[src/rtl/ctrl_pkg.sv]
// Shared types and constants for the instruction-fetch control stage.
// Imported by ctrl_if and fetch_buf.
package ctrl_pkg;

    localparam logic [15:0] NOP_INSN = 16'hBF00;

    localparam int IF_ADDR_W = 16;

    typedef logic [IF_ADDR_W-1:0] addr_t;

    typedef enum logic [1:0] {
        START = 2'd0,
        FETCH = 2'd1,
        FULL  = 2'd2,
        DROP  = 2'd3
    } if_state_t;

endpackage

[src/rtl/fetch_buf.sv]
// Prefetch queue of {insn, pc} pairs between imem and the IR register.
// Flush wins over push; head is valid whenever count is non-zero.
module fetch_buf
    import ctrl_pkg::*;
#(
    parameter int ADDR_W    = 16,
    parameter int BUF_DEPTH = 2
) (
    input  logic                       clk,
    input  logic                       rst,
    input  logic                       push,
    input  logic [15:0]                push_insn,
    input  logic [ADDR_W-1:0]          push_pc,
    input  logic                       pop,
    input  logic                       flush,
    output logic [$clog2(BUF_DEPTH):0] count,
    output logic [15:0]                head_insn,
    output logic [ADDR_W-1:0]          head_pc
);

    localparam int PTR_W = $clog2(BUF_DEPTH);
    localparam int CNT_W = PTR_W + 1;
    localparam logic [CNT_W-1:0] DEPTH_C = CNT_W'(BUF_DEPTH);

    logic [15:0]       insn_q [BUF_DEPTH];
    logic [ADDR_W-1:0] pc_q   [BUF_DEPTH];
    logic [PTR_W-1:0]  rd_ptr;
    logic [PTR_W-1:0]  wr_ptr;
    logic              do_push;
    logic              do_pop;

    assign do_pop  = pop && (count != '0);
    assign do_push = push && ((count != DEPTH_C) || do_pop);

    assign head_insn = insn_q[rd_ptr];
    assign head_pc   = pc_q[rd_ptr];

    always_ff @(posedge clk or negedge rst) begin
        if (!rst) begin
            rd_ptr <= '0;
            wr_ptr <= '0;
            count  <= '0;
        end else if (flush) begin
            rd_ptr <= '0;
            wr_ptr <= '0;
            count  <= '0;
        end else begin
            if (do_push)
                wr_ptr <= wr_ptr + PTR_W'(1);
            if (do_pop)
                rd_ptr <= rd_ptr + PTR_W'(1);
            count <= count + CNT_W'(do_push) - CNT_W'(do_pop);
        end
    end

    // Storage needs no reset: count gates every read of it.
    always_ff @(posedge clk) begin
        if (do_push && !flush) begin
            insn_q[wr_ptr] <= push_insn;
            pc_q[wr_ptr]   <= push_pc;
        end
    end

endmodule

[src/rtl/ctrl_if.sv]
// Instruction-fetch control: single-outstanding imem requests, prefetch
// queue, registered IR/PC to decode, branch redirect with stale-ack drop.
module ctrl_if
    import ctrl_pkg::*;
#(
    parameter int                ADDR_W    = 16,
    parameter int                BUF_DEPTH = 2,
    parameter logic [ADDR_W-1:0] RESET_PC  = '0
) (
    input  logic              clk,
    input  logic              rst,
    input  logic              i_stall,
    input  logic              i_branch_taken,
    input  logic [ADDR_W-1:0] i_branch_target,
    output logic              o_imem_req,
    output logic [ADDR_W-1:0] o_imem_addr,
    input  logic              i_imem_ack,
    input  logic [15:0]       i_imem_rdata,
    output logic [15:0]       o_ir_r,
    output logic [ADDR_W-1:0] o_pc_r,
    output logic              o_ir_valid_r
);

    localparam int CNT_W = $clog2(BUF_DEPTH) + 1;
    localparam logic [CNT_W-1:0] DEPTH_C = CNT_W'(BUF_DEPTH);

    if_state_t         state;
    if_state_t         state_nxt;
    logic [ADDR_W-1:0] fetch_pc;
    logic [ADDR_W-1:0] drop_addr;
    logic [ADDR_W-1:0] tgt;
    logic              push;
    logic              pop;
    logic              flush;
    logic [CNT_W-1:0]  count;
    logic [CNT_W-1:0]  count_post;
    logic [15:0]       head_insn;
    logic [ADDR_W-1:0] head_pc;
    logic              unused_tgt0;

    assign unused_tgt0 = i_branch_target[0];
    assign tgt = {i_branch_target[ADDR_W-1:1], 1'b0};

    assign o_imem_req  = (state == FETCH) || (state == DROP);
    assign o_imem_addr = (state == DROP) ? drop_addr : fetch_pc;

    assign flush = i_branch_taken && (state != START);
    assign push  = (state == FETCH) && i_imem_ack && !i_branch_taken;
    assign pop   = !i_branch_taken && !i_stall && (count != '0);

    assign count_post = count + CNT_W'(push) - CNT_W'(pop);

    fetch_buf #(
        .ADDR_W    (ADDR_W),
        .BUF_DEPTH (BUF_DEPTH)
    ) u_buf (
        .clk       (clk),
        .rst       (rst),
        .push      (push),
        .push_insn (i_imem_rdata),
        .push_pc   (fetch_pc),
        .pop       (pop),
        .flush     (flush),
        .count     (count),
        .head_insn (head_insn),
        .head_pc   (head_pc)
    );

    always_comb begin
        state_nxt = state;
        unique case (state)
            START: state_nxt = FETCH;
            FETCH: begin
                if (i_branch_taken)
                    state_nxt = i_imem_ack ? FETCH : DROP;
                else if (i_imem_ack && count_post == DEPTH_C)
                    state_nxt = FULL;
            end
            FULL: begin
                if (i_branch_taken || count_post != DEPTH_C)
                    state_nxt = FETCH;
            end
            DROP: begin
                if (i_imem_ack)
                    state_nxt = FETCH;
            end
            default: state_nxt = START;
        endcase
    end

    always_ff @(posedge clk or negedge rst) begin
        if (!rst) begin
            state     <= START;
            fetch_pc  <= RESET_PC;
            drop_addr <= '0;
        end else begin
            state <= state_nxt;
            // Remember the address still owed an ack so req/addr stay stable.
            if (state == FETCH && i_branch_taken && !i_imem_ack)
                drop_addr <= fetch_pc;
            if (flush)
                fetch_pc <= tgt;
            else if (push)
                fetch_pc <= fetch_pc + ADDR_W'(2);
        end
    end

    always_ff @(posedge clk or negedge rst) begin
        if (!rst) begin
            o_ir_r       <= NOP_INSN;
            o_pc_r       <= '0;
            o_ir_valid_r <= 1'b0;
        end else if (i_branch_taken) begin
            o_ir_r       <= NOP_INSN;
            o_ir_valid_r <= 1'b0;
        end else if (!i_stall) begin
            if (pop) begin
                o_ir_r       <= head_insn;
                o_pc_r       <= head_pc;
                o_ir_valid_r <= 1'b1;
            end else begin
                o_ir_r       <= NOP_INSN;
                o_ir_valid_r <= 1'b0;
            end
        end
    end

endmodule

[config.mk]
export PLATFORM = sky130hd
export DESIGN_NAME = ctrl_if
export DESIGN_NICKNAME = d
export VERILOG_FILES = /design/src/rtl/ctrl_pkg.sv /design/src/rtl/fetch_buf.sv /design/src/rtl/ctrl_if.sv
export SDC_FILE = /design/constraint.sdc
export NUM_CORES = 1
export LEC_CHECK = 0
export ABC_AREA = 1
export BUFFER_PORTS_ARGS = -buffer_cell sky130_fd_sc_hd__buf_2
export CAP_MARGIN = 20
export CORE_MARGIN = 3
export CORE_UTILIZATION = 30
export CTS_CLUSTER_DIAMETER = 60
export DETAILED_ROUTE_END_ITERATION = 12
export GPL_ROUTABILITY_DRIVEN = 0
export GPL_TIMING_DRIVEN = 0
export PLACE_DENSITY = 0.55
export SLEW_MARGIN = 15
export SYNTH_ARGS = -nofsm -noshare
export SYNTH_HDL_FRONTEND = slang
export SYNTH_SLANG_ARGS = --single-unit
[constraint.sdc]
create_clock -name clk -period 3.8 [get_ports clk]
set_input_delay 0.57 -clock clk [delete_from_list [all_inputs] [get_ports clk]]
set_output_delay 0.57 -clock clk [all_outputs]
set_load 0.005 [all_outputs]
==> results.rst <==
.. list-table::
   :header-rows: 1

   * - Metric
     - Value
   * - Number of vias per cell after detailed routing
     - 4.63
   * - Count of distinct cell types in the synthesized netlist
     - 35
   * - CTS tree
     - yes
   * - R2R setup slack
     - 1200 ps
   * - Remaining antenna violation count
     - 0
   * - Static Leakage
     - 2.97 nW
   * - Global-route wire length before repair
     - 20.9 mm
   * - Global routing usage summed across all routing layers
     - 13.5%
   * - Post-synth EDFFs
     - 62
   * - Status
     - finished, final reports clean
   * - Crit. Startpoint
     - u_buf.count[1]
   * - # port buffers
     - 83
   * - Post-CTS setup repair buffer count
     - 0
   * - Type of destination of the critical path
     - flip-flop
   * - Worst setup path class
     - reg -> reg
   * - Initial cell density of the core
     - 31.1%
   * - Total gr overflow
     - 0
   * - Period utilization
     - 68.5%
   * - Count of non-filler cells in the finished layout
     - 879
   * - Number of max-slew violations in the final report
     - 0
   * - Standard-cell rows
     - 48
   * - Area Growth Syn to Fin
     - 24.6%
   * - Async set-or-reset flop fraction in the synthesized netlist
     - 52.3%
   * - Critical path required time
     - 4100 ps
   * - Hold violation count in the final report
     - 0
   * - DRC viols
     - 0
   * - Clock insertion delay at the later pin of the skew report
     - 410 ps
   * - Average size of a mapped cell
     - 10.2 um^2
   * - Clock input transition at the sequential cells of the worst setup and hold paths
     - 50 ps
   * - Register area share after synthesis
     - 65.5%
   * - Critical Path AT
     - 2900 ps
   * - N_diodes
     - 0
   * - Vias in the first global route
     - 3998
   * - Crit path time final
     - 2600 ps
   * - Post-synthesis cell area
     - 5450 um^2
   * - Hold-fix buffers, CTS
     - 0
   * - Area inside the core boundary
     - 17500 um^2
   * - NumNets Final
     - 682
   * - Unrepaired setup endpoints after global routing
     - no
   * - Post-layout util
     - 38.7%
   * - Detailed route wirelength on metal2
     - 6.29 mm
   * - Clock Skews
     - 8.91 ps
   * - Max frequency
     - 384 MHz
   * - Die outline width
     - 141 um
   * - Placed cell count
     - 847
   * - Overall die height
     - 141 um
   * - Setup crit start kind
     - flip-flop
   * - Worst-margin pin slew
     - 527 ps
   * - Iteration count of the initial detailed-routing pass
     - 4
   * - IO Count
     - 87
   * - Met3 routed wirelength
     - 696 um
   * - Max Cap Violations
     - 0
   * - Number of vias after detailed routing
     - 4074
   * - Post-synthesis instance total
     - 535
   * - Worst slew margin
     - 64.8%
   * - Fraction of layout cells with a size suffix above 1
     - 22.0%
   * - Number of buffers inserted during clock tree synthesis
     - 17
   * - Final setup violation count
     - 0
   * - Routed len/inst
     - 14.9 um
   * - Maximum net fanout on the critical path
     - 10
   * - Pwr/cell area
     - 753 nW/um^2
   * - Post-route total power
     - 5.12 mW
   * - Number of clock sinks
     - 130
   * - Class of the tightest hold or removal check
     - in -> async
   * - Detailed placement HPWL
     - 9.37 mm
   * - Post-place instance area
     - 6250 um^2
   * - Yosys synthesis warning count
     - 0
   * - Area of the die
     - 19800 um^2
   * - Met1 routed wirelength after detailed routing
     - 5.95 mm
   * - Count of routing violations after the opening detailed-route iteration
     - 288
   * - Root buffer cell
     - clkbuf_16
   * - Maximum buffer depth of the clock tree
     - 2
   * - Resized cells post-CTS
     - 0
   * - CTS H-tree depth
     - 4
   * - Topmost layer with routed signal wires
     - met4
   * - Antenna violations before repair
     - 0
   * - Startpoint of the most critical register-to-register path
     - u_buf.count[1]
   * - Main flop type after synthesis
     - edfxtp_1
   * - Final Routed Wirelength
     - 13.1 mm
   * - Fin area
     - 6800 um^2
   * - Largest net degree at the start of global routing
     - 54
   * - Post-synthesis sequential element count
     - 130
   * - Worst vdd ir
     - 0.000386 V
   * - Total negative setup slack
     - 0 ps
critical path, stage by stage, from the launching register on:
cell     delay (ps)
dfrtp_1         420
o21ai_1         340
inv_1            90
buf_2           190
buf_2           220
ha_1            300
inv_1            50
ha_1            280
inv_1            60
nand3_1         130
o21ai_0         230
nand2_1          80
nand2_1          60
nand2_1          50
power by group:
group          internal (mW)  switching, mW
sequential              1.90          0.273
combinational          0.550          0.909
clock                  0.910          0.579
total                   3.36           1.76
synthesized netlist by cell type, drive strengths merged (2+ instances only):
library cell | instances | area (um^2)
edfxtp | 62 | 1860
clkbuf | 13 | 48.8
xor2 | 2 | 17.5
nand3 | 16 | 80.1
inv | 44 | 168
nand4 | 4 | 25.0
buf | 12 | 70.1
a21o | 5 | 37.5
dfstp | 7 | 184
xnor2 | 2 | 17.5
o31ai | 4 | 30.0
ha | 4 | 50.1
dfrtp | 61 | 1530
nor3 | 5 | 36.3
o211ai | 2 | 15.0
nand2 | 134 | 513
nor2 | 61 | 236
a31oi | 23 | 144
o21ai | 53 | 265
a21oi | 17 | 96.4
registers in the layout, indices dropped and copies added, names as in the netlist:
signal and flops:
o_pc_r 15, u_buf.count 2, drop_addr 15, o_ir_valid_r 1, o_ir_r 16, u_buf.insn_q 32
state 2, fetch_pc 15, u_buf.pc_q 30, u_buf.wr_ptr 1, u_buf.rd_ptr 1
final timing paths:
check / endpoint / depth (start not counted)
max in group asynchronous: o_ir_r[10] / 2
worst max register to register: state[0] / 13
worst min register to register: o_ir_r[1] / 1
worst max-delay path: state[0] / 13
min in group clk: u_buf.insn_q[1][2] / 1
worst min-delay path: drop_addr[8] / 1
final cells by class:
cell class,instances,area [um^2]
Multi-Input combinational cell,337,1610
Timing Repair Buffer,86,500
Sequential cell,130,3570
Inverter,44,168
Buffer,25,119
Clock buffer,22,454
Tap cell,225,282
Fill cell,1731,10700
Clock inverter,10,86.3
cells in the final DEF (no fill, tap or decap), types with 3 or more instances in the layout:
cell type / netlist / layout
a21oi_1: 16 / 16
nor3_1: 4 / 4
clkinv_2: 0 / 4
dfstp_2: 7 / 7
edfxtp_1: 62 / 62
a31oi_1: 23 / 23
nor2_1: 60 / 58
ha_1: 4 / 4
clkbuf_1: 13 / 17
o21ai_1: 13 / 13
nand4_1: 4 / 4
buf_4: 2 / 3
o31ai_1: 4 / 4
nand2_1: 132 / 132
buf_2: 8 / 90
o21ai_0: 40 / 40
inv_2: 4 / 4
nor2_4: 1 / 3
clkbuf_16: 0 / 17
inv_1: 39 / 39
a21o_1: 5 / 5
dfrtp_1: 61 / 61
nand3_1: 16 / 16
buf_16: 0 / 3
stage by stage:
stage | hold slack (ps) | worst slack (ps)
floorplan | 274 | 1050
global placement | 457 | -3.75
detailed placement | 461 | 896
CTS | 18.2 | 1180
global route | 32.5 | 911
finish | 27.9 | 1200
routing by layer:
metal | vias to the layer above | global-route usage (%)
li1 | 2017 | -
met1 | 1934 | 17.8
met2 | 115 | 21.5
met3 | 8 | 3.53
met4 | 0 | 4.90
met5 | - | 0
cells by family after synthesis:
| family | after synthesis | share of synthesized area, % |
|---|---|---|
| DFF | 130 | 65.5 |
| xor gates and xnor gates | 4 | 0.642 |
| AOI/OAI and AO/OA | 107 | 11.3 |
| adders and majority gates | 4 | 0.918 |
| other | 1 | 0.0688 |
| and+or+nand+nor | 220 | 16.3 |
| buffers and inverters | 69 | 5.25 |
No activity file was read; power rests on OpenSTA's default activity.
